==> src/rtl/jk_pkg.sv <==
// Shared definitions for the JK flip-flop library: cell excitation encodings
// and the elaboration-time legality check on a counter modulus.
package jk_pkg;

   localparam logic [1:0] JK_HOLD = 2'b00;
   localparam logic [1:0] JK_RST  = 2'b01;
   localparam logic [1:0] JK_SET  = 2'b10;
   localparam logic [1:0] JK_TOG  = 2'b11;

   // True when a WIDTH-bit state can hold every count 0..mod-1.
   function automatic bit mod_is_legal(int width, int mod);
      return (mod >= 2) && (mod <= (1 << width));
   endfunction

endpackage

==> src/rtl/jk_cell.sv <==
// Single-bit JK flip-flop with synchronous active-high clear and a
// complementary output.
module jk_cell
   import jk_pkg::*;
(
   input  logic CLK,
   input  logic CLR,
   input  logic J,
   input  logic K,
   output logic Q,
   output logic P
);

   logic r_q;

   // NOTE: sequential state uses non-blocking assignments so every cell samples pre-edge values.
   always_ff @(posedge CLK) begin
      if (CLR) begin
         r_q <= 1'b0;
      end else begin
         case ({J, K})
            JK_HOLD: r_q <= r_q;
            JK_RST:  r_q <= 1'b0;
            JK_SET:  r_q <= 1'b1;
            JK_TOG:  r_q <= ~r_q;
            default: r_q <= r_q;
         endcase
      end
   end

   assign Q = r_q;
   assign P = ~r_q;

endmodule

==> src/rtl/jk_mod_counter.sv <==
// Modulo-MOD up/down counter built from JK cells; the top computes the next
// state, derives minimal J/K excitation from it, and decodes TC and LERR.
module jk_mod_counter
   import jk_pkg::*;
#(
   parameter int WIDTH = 4,
   parameter int MOD   = 10
) (
   input  logic             CLK,
   input  logic             CLR,
   input  logic             EN,
   input  logic             UP,
   input  logic             LD,
   input  logic [WIDTH-1:0] D,
   output logic [WIDTH-1:0] Q,
   output logic [WIDTH-1:0] P,
   output logic [WIDTH-1:0] J,
   output logic [WIDTH-1:0] K,
   output logic             TC,
   output logic             LERR
);

   if (!mod_is_legal(WIDTH, MOD)) begin : g_bad_mod
      $error("jk_mod_counter: MOD out of range for WIDTH");
   end

   // One extra bit so MOD == 2**WIDTH is representable.
   localparam logic [WIDTH:0] MOD_W = (WIDTH+1)'(MOD);
   localparam logic [WIDTH:0] MAX_W = MOD_W - 1'b1;

   logic [WIDTH-1:0] w_q;
   logic [WIDTH-1:0] w_p;
   logic [WIDTH-1:0] w_next;
   logic             w_at_max;
   logic             w_at_zero;
   logic             w_load_bad;
   logic             r_lerr;

   assign w_at_max   = ({1'b0, w_q} == MAX_W);
   assign w_at_zero  = (w_q == '0);
   assign w_load_bad = ({1'b0, D} >= MOD_W);

   // NOTE: every always_comb output gets a default first so no latch can be inferred.
   always_comb begin
      w_next = w_q;
      J      = '0;
      K      = '0;
      if (CLR) begin
         w_next = '0;
      end else begin
         if (LD) begin
            w_next = w_load_bad ? '0 : D;
         end else if (EN) begin
            if (UP) w_next = w_at_max  ? '0 : w_q + 1'b1;
            else    w_next = w_at_zero ? MAX_W[WIDTH-1:0] : w_q - 1'b1;
         end
         J = ~w_q & w_next;
         K = w_q & ~w_next;
      end
   end

   assign TC = EN & ~LD & ~CLR & ((UP & w_at_max) | (~UP & w_at_zero));

   for (genvar i = 0; i < WIDTH; i++) begin : g_cell
      jk_cell u_cell (
         .CLK (CLK),
         .CLR (CLR),
         .J   (J[i]),
         .K   (K[i]),
         .Q   (w_q[i]),
         .P   (w_p[i])
      );
   end

   always_ff @(posedge CLK) begin
      if (CLR) r_lerr <= 1'b0;
      else     r_lerr <= LD & w_load_bad;
   end

   assign Q    = w_q;
   assign P    = w_p;
   assign LERR = r_lerr;

endmodule

==> config.mk <==
export PLATFORM = sky130hd
export DESIGN_NAME = jk_mod_counter
export DESIGN_NICKNAME = d
export VERILOG_FILES = /design/src/rtl/jk_pkg.sv /design/src/rtl/jk_cell.sv /design/src/rtl/jk_mod_counter.sv
export SDC_FILE = /design/constraint.sdc
export NUM_CORES = 1
export LEC_CHECK = 0
export CAP_MARGIN = 30
export CORE_MARGIN = 2
export CORE_UTILIZATION = 45
export CTS_BUF_LIST = sky130_fd_sc_hd__clkbuf_16
export DETAILED_ROUTE_END_ITERATION = 8
export MAX_ROUTING_LAYER = met4
export PLACE_DENSITY_LB_ADDON = 0.12
export REMOVE_ABC_BUFFERS = 1
export SLEW_MARGIN = 15
export SYNTH_ARGS = -nofsm -noshare
export SYNTH_HDL_FRONTEND = slang
export SYNTH_SLANG_ARGS = --single-unit
==> constraint.sdc <==
create_clock -name CLK -period 2.5 [get_ports CLK]
set_clock_uncertainty 0.15 [all_clocks]
set_input_delay 0.375 -clock CLK [delete_from_list [all_inputs] [get_ports CLK]]
set_output_delay 0.375 -clock CLK [all_outputs]
set_load 0.05 [all_outputs]
==> results of run 1 <==
cells by family after synthesis:
kind of cell              after synthesis  synth area share
xor gates and xnor gates                2            0.0262
DFF                                     5             0.150
AOI/OAI and AO/OA                      23             0.249
buffers and inverters                  30             0.292
and+or+nand+nor                        32             0.284
worst reg2reg max path, cell delays in order (launching register included):
cell     delay [ns]
dfxtp_1        0.40
buf_4          0.17
and4b_1        0.19
o21ai_1        0.20
nand4_1        0.12
o311a_1        0.14
layout by cell type, fill, tap and decap left out, types with 2 or more instances in the layout:
cell type,n
nor3_1,4
buf_4,12
a31oi_1,2
clkbuf_16,3
inv_1,6
a211oi_1,2
buf_12,9
dfxtp_1,2
nand2_1,3
clkdlybuf4s50_1,16
clkinv_1,2
o21ai_1,3
nor2b_1,3
nor4_1,3
dfxtp_2,3
nand3_1,2
a21oi_1,3
nand2b_1,4
nor2_1,4
flip-flops by register name, summed over array words and instances (netlist names):
name             cells
g_cell.u_cell.Q      4
LERR                 1
per-layer routing:
layer  vias up  part of all wire  global-route usage
met5         -                 0                   -
met4         0            0.0037              0.0563
met3         2             0.042              0.0819
met2        18              0.50               0.338
met1       334              0.45               0.247
li1        351                 -                   -
cell type report:
type | instances | area (um^2) | area share
Inverter | 7 | 26.3 | 0.0251
Timing Repair Buffer | 38 | 439 | 0.419
Sequential cell | 5 | 104 | 0.0992
Multi-Input combinational cell | 57 | 380 | 0.363
Tap cell | 15 | 18.8 | 0.0179
Clock inverter | 1 | 3.75 | 0.00358
Clock buffer | 3 | 75.1 | 0.0717
repair_timing:
item / in CTS / in global routing
endpoints found under the setup margin: 6 / 5
resized for setup: 1 / 6
endpoints found under the hold margin: 0 / 0
pin swaps: 0 / 0
through the flow:
stage	utilization	TNS [ns]	setup WS [ns]
2_1_floorplan	-	-5.10	-1.19
3_3_place_gp	0.711	-0.209	-0.0832
3_5_place_dp	0.711	-0.301	-0.104
4_1_cts	0.768	0	0.0285
5_1_grt	0.776	0	0.0279
6_report	0.776	0	0.110
worst max-delay path by stage:
| stage | start | endpoint | cells past startpoint |
|---|---|---|---|
| after floorplan | g_cell[1].u_cell.Q$_SDFFE_PP0P_ | J[1] | 4 |
| after global placement | UP | K[1] | 7 |
| after detailed placement | UP | K[1] | 7 |
| after CTS | g_cell[0].u_cell.Q$_SDFFE_PP0P_ | J[2] | 6 |
| after global routing | g_cell[3].u_cell.Q$_SDFFE_PP0P_ | K[3] | 7 |
| final | LD | TC | 5 |
report_power, final:
| group | switching [mW] | leakage, nW | internal [mW] |
|---|---|---|---|
| combinational | 0.117 | 0.344 | 0.0934 |
| clock | 0.0530 | 0.0423 | 0.207 |
| sequential | 0.0141 | 0.0423 | 0.0869 |
| total | 0.184 | 0.429 | 0.387 |
==> results.cfg, run 1 <==
[worst_setup_path]
critPathMaxFanout = 4
end_kind = output pin
critPathLaunchType = primary input
r2r_start = g_cell[3].u_cell.Q$_SDFFE_PP0P_
required_ns = 1.98
path_cells = clkdlybuf4s50_1 > nand2b_1 > or4_1 > a21oi_1 > buf_12
cp.buffers_inverters = 2
r2r-end = g_cell[3].u_cell.Q$_SDFFE_PP0P_
cp_slowest_stage_delay_ns = 0.48
crit_slowest_cell = clkdlybuf4s50_1
reg2reg_slack_ns = 1.02
worstSetupPathType = primary input to output pin
worst_ep_arrival_time_ns = 1.86
r2r_cells = 5
cp_top_family = buffers and inverters

[floorplanning]
ios = 27
die-area_mm2 = 0.00181
core_area_mm2 = 0.00135
row_count = 13
initial_utilization = 0.496
die_x_um = 42.6
fp.dieH_um = 42.6

[power_and_ir_drop]
powerDensity_mw_per_mm2 = 546
total_leakage_power_nw = 0.429
vdd_ir_drop_max_mv = 0.388
p_total_uw = 571

[detailed_routing]
vias_per_cell = 5.60
drt-total-wl_mm = 1.60
drt_first_pass_iters = 4
vias = 705
drtAntennaViolNets = 0
drc = 0
routedWlPerCell_um = 12.7
drtIter0Drc = 5

[synthesis]
synth_most_common_cell = buf_4
synth-edff-count = 0
synth.area.top_cells = buf_4 (19%), dfxtp_1 (15%), nand2b_1 (3.7%)
synth.distinct_cells = 40
netlist.area_leader.share = 0.191
syn_inst = 92
async_flop_share = 0
synthTopCellsByCount = buf_4 (17), dfxtp_1 (5), inv_1 (5), nor2_1 (5)
synth_seq_cells = 5
yosys_warnings = 0
ys_seq_area_frac = 0.150
synth_area_um2 = 669
avgSynthCellArea_um2 = 7.28
synth_ff_type = dfxtp_1
synth_top_area_cell = buf_4

[grt]
grt_pass1_vias = 623
grt_antenna_before_repair = 0
track_usage = 0.212
grt_pass1_wl_mm = 2.81
grt_max_degree = 16
gr-total-overflow = 0

[min_path]
min_path_cells = 2
holdPathEnd = g_cell[1].u_cell.Q$_SDFFE_PP0P_
hold_path.class = flop to flop
min-delay-start = g_cell[1].u_cell.Q$_SDFFE_PP0P_

[timing]
rsz0062_at_grt = false
worst_pin_slew_ns = 0.496
setup-violations-final = 0
min_period_over_period = 0.956
fmax_mhz = 418
holdWs_ns = 0.392
drv_slew = 0
min_period_ns = 2.39
maxSlewHeadroom = 0.668
hold_viol = 0

[clock_tree]
cts_hold_buf = 0
cts_sinks = 5
cts_tree = yes
path_clk_slew_ns = 0.03
cts_root_buffer = clkbuf_16
cts_max_level = 1
post_cts_buffers = 0
clk_latency_ns = 0.23
numCtsBuffers = 3
clockBufferDepth = 2

[cells_and_area]
layout-drive-gt1-share = 0.288
area_growth_pct = 56.4
final-instance-count-excl-fill = 126
antenna-diode-count = 0
nets = 121
design_area_mm2 = 0.00105
fill_cells = 92

[place]
placed_area_um2 = 960
port_buffers = 26
hpwl_mm = 1.23
dp_cells = 122
gp_congestion = 0.819

[job]
drv_cap = 0

[status]
outcome = finished clean
(Power assumes the default switching activity.)
==> run 2, diff against run 1 <==
==> constraint.sdc (replaced) <==
create_clock -name CLK -period 2.5 [get_ports CLK]
set_clock_uncertainty 0.15 [all_clocks]
set_input_delay 0.375 -clock CLK [delete_from_list [all_inputs] [get_ports CLK]]
set_output_delay 0.375 -clock CLK [all_outputs]
set_load 0.01 [all_outputs]
==> run 2 against run 1 <==
Effect of this change:
- first-iteration DRC count is 120% higher
- clock power barely moved
- sequential share of layout area up 0.46 points
- clock-buffer cell count stayed put
- setup slack improved by 0.054 ns
- sequential power is essentially flat
- via count grew 0.43%
- critical endpoint is now J[3]
- largest power group unchanged
==> results.cfg, run 2 (synthesis gave the netlist of run 1 again) <==
[grt]
grt_pass1_vias = 678
gr-total-overflow = 0
grt_antenna_before_repair = 0
grt_pass1_wl_mm = 2.94
grt_max_degree = 12
track_usage = 0.215

[cells_and_area]
utilization = 0.741
layout-drive-gt1-share = 0.246
antenna-diode-count = 0
fill_cells = 116
final_common_cell = buf_4
nets = 128
area_growth_pct = 49.5
mostFrequentLayoutCells = buf_4 (19), clkdlybuf4s50_1 (15), dlygate4sd2_1 (10), inv_1 (6), nor2_1 (5)
design_area_mm2 = 0.00100
largest_reg_flops = 4

[place]
dp_slack_ns = -0.361
port_buffers = 26
gp_congestion = 0.820
placed_area_um2 = 922
hpwl_mm = 1.32

[worst_setup_path]
reg2reg_slack_ns = 1.07
critPathMaxFanout = 6
critPathLaunch = UP
required_ns = 1.98
critPathLaunchType = primary input
worst_ep_arrival_time_ns = 1.81
worstSetupPathType = primary input to output pin
end_kind = output pin
r2r_start = g_cell[0].u_cell.Q$_SDFFE_PP0P_

[floorplanning]
row_count = 13
initial_utilization = 0.496
fp.dieH_um = 42.6
core_area_mm2 = 0.00135
die_x_um = 42.6
ios = 27
die-area_mm2 = 0.00181

[power_and_ir_drop]
vdd_ir_drop_max_mv = 0.366
p_total_uw = 503
total_leakage_power_nw = 0.468
powerDensity_mw_per_mm2 = 503

[clock_tree]
cts_hold_buf = 0
cts_root_buffer = clkbuf_16
post_cts_buffers = 0
path_clk_slew_ns = 0.03
cts_tree = yes
clk_latency_ns = 0.23
clockBufferDepth = 2
cts_sinks = 5
numCtsBuffers = 3
cts_max_level = 1

[timing]
holdWs_ns = 0.356
rsz0062_at_grt = false
hold_viol = 0
worst_pin_slew_ns = 0.342
maxSlewHeadroom = 0.771
min_period_over_period = 0.934
min_period_ns = 2.34
fin_ws_ns = 0.164
setup-violations-final = 0
drv_slew = 0
fmax_mhz = 428

[detailed_routing]
drt-total-wl_mm = 1.66
routedWlPerCell_um = 12.5
vias_per_cell = 5.32
drtAntennaViolNets = 0
drtIter0Drc = 11
drt_first_pass_iters = 4
drc = 0
vias = 708

[min_path]
hold_path.class = flop to flop
min-delay-start = g_cell[1].u_cell.Q$_SDFFE_PP0P_

[status]
outcome = finished clean

[job]
drv_cap = 0
## run 2: area by class of cell
cell class	instances	area [um^2]	share of cell area
clock buffer	3	75.1	0.0750
tap	15	18.8	0.0188
sequential	5	104	0.104
inverter	7	26.3	0.0263
multi-input combinational	57	380	0.380
clock inverter	1	3.75	0.00375
timing repair buffer	45	393	0.393
## run 2: routing by layer
layer | track usage | up-vias | routed length [um]
li1 | - | 366 | -
met2 | 0.332 | 16 | 826
met5 | - | - | 0
met4 | 0.0375 | 0 | 18
met1 | 0.267 | 324 | 726
met3 | 0.0862 | 2 | 87
## run 2: repair_timing
action / CTS / global route
endpoints found under the setup margin: 9 / 2
pin swaps: 0 / 0
resized for setup: 14 / 2
## run 2: where the power goes
part,internal (mW),switching [mW]
registers,0.0869,0.0111
clock network,0.207,0.0500
logic,0.0834,0.0651
total,0.377,0.126
## run 2: critical path, stage by stage
cell           delay, ns
dlygate4sd2_1       0.29
buf_4               0.17
and4b_1             0.16
o21ai_1             0.21
a31oi_1             0.11
o211a_1             0.21
dlygate4sd2_1       0.28
## run 2: final timing paths
path | end | cells after the start
hold reg to reg | g_cell[1].u_cell.Q$_SDFFE_PP0P_ | 2
setup reg to reg | g_cell[2].u_cell.Q$_SDFFE_PP0P_ | 4
setup / recovery | J[3] | 7
hold / removal | g_cell[1].u_cell.Q$_SDFFE_PP0P_ | 2
## run 2: stage by stage
| stage | setup TNS (ns) | cells |
|---|---|---|
| floorplan | 0 | 69 |
| global placement | -2.04 | 129 |
| detailed placement | -2.20 | 129 |
| CTS | 0 | 133 |
| global route | 0 | 133 |
| finish | 0 | 133 |
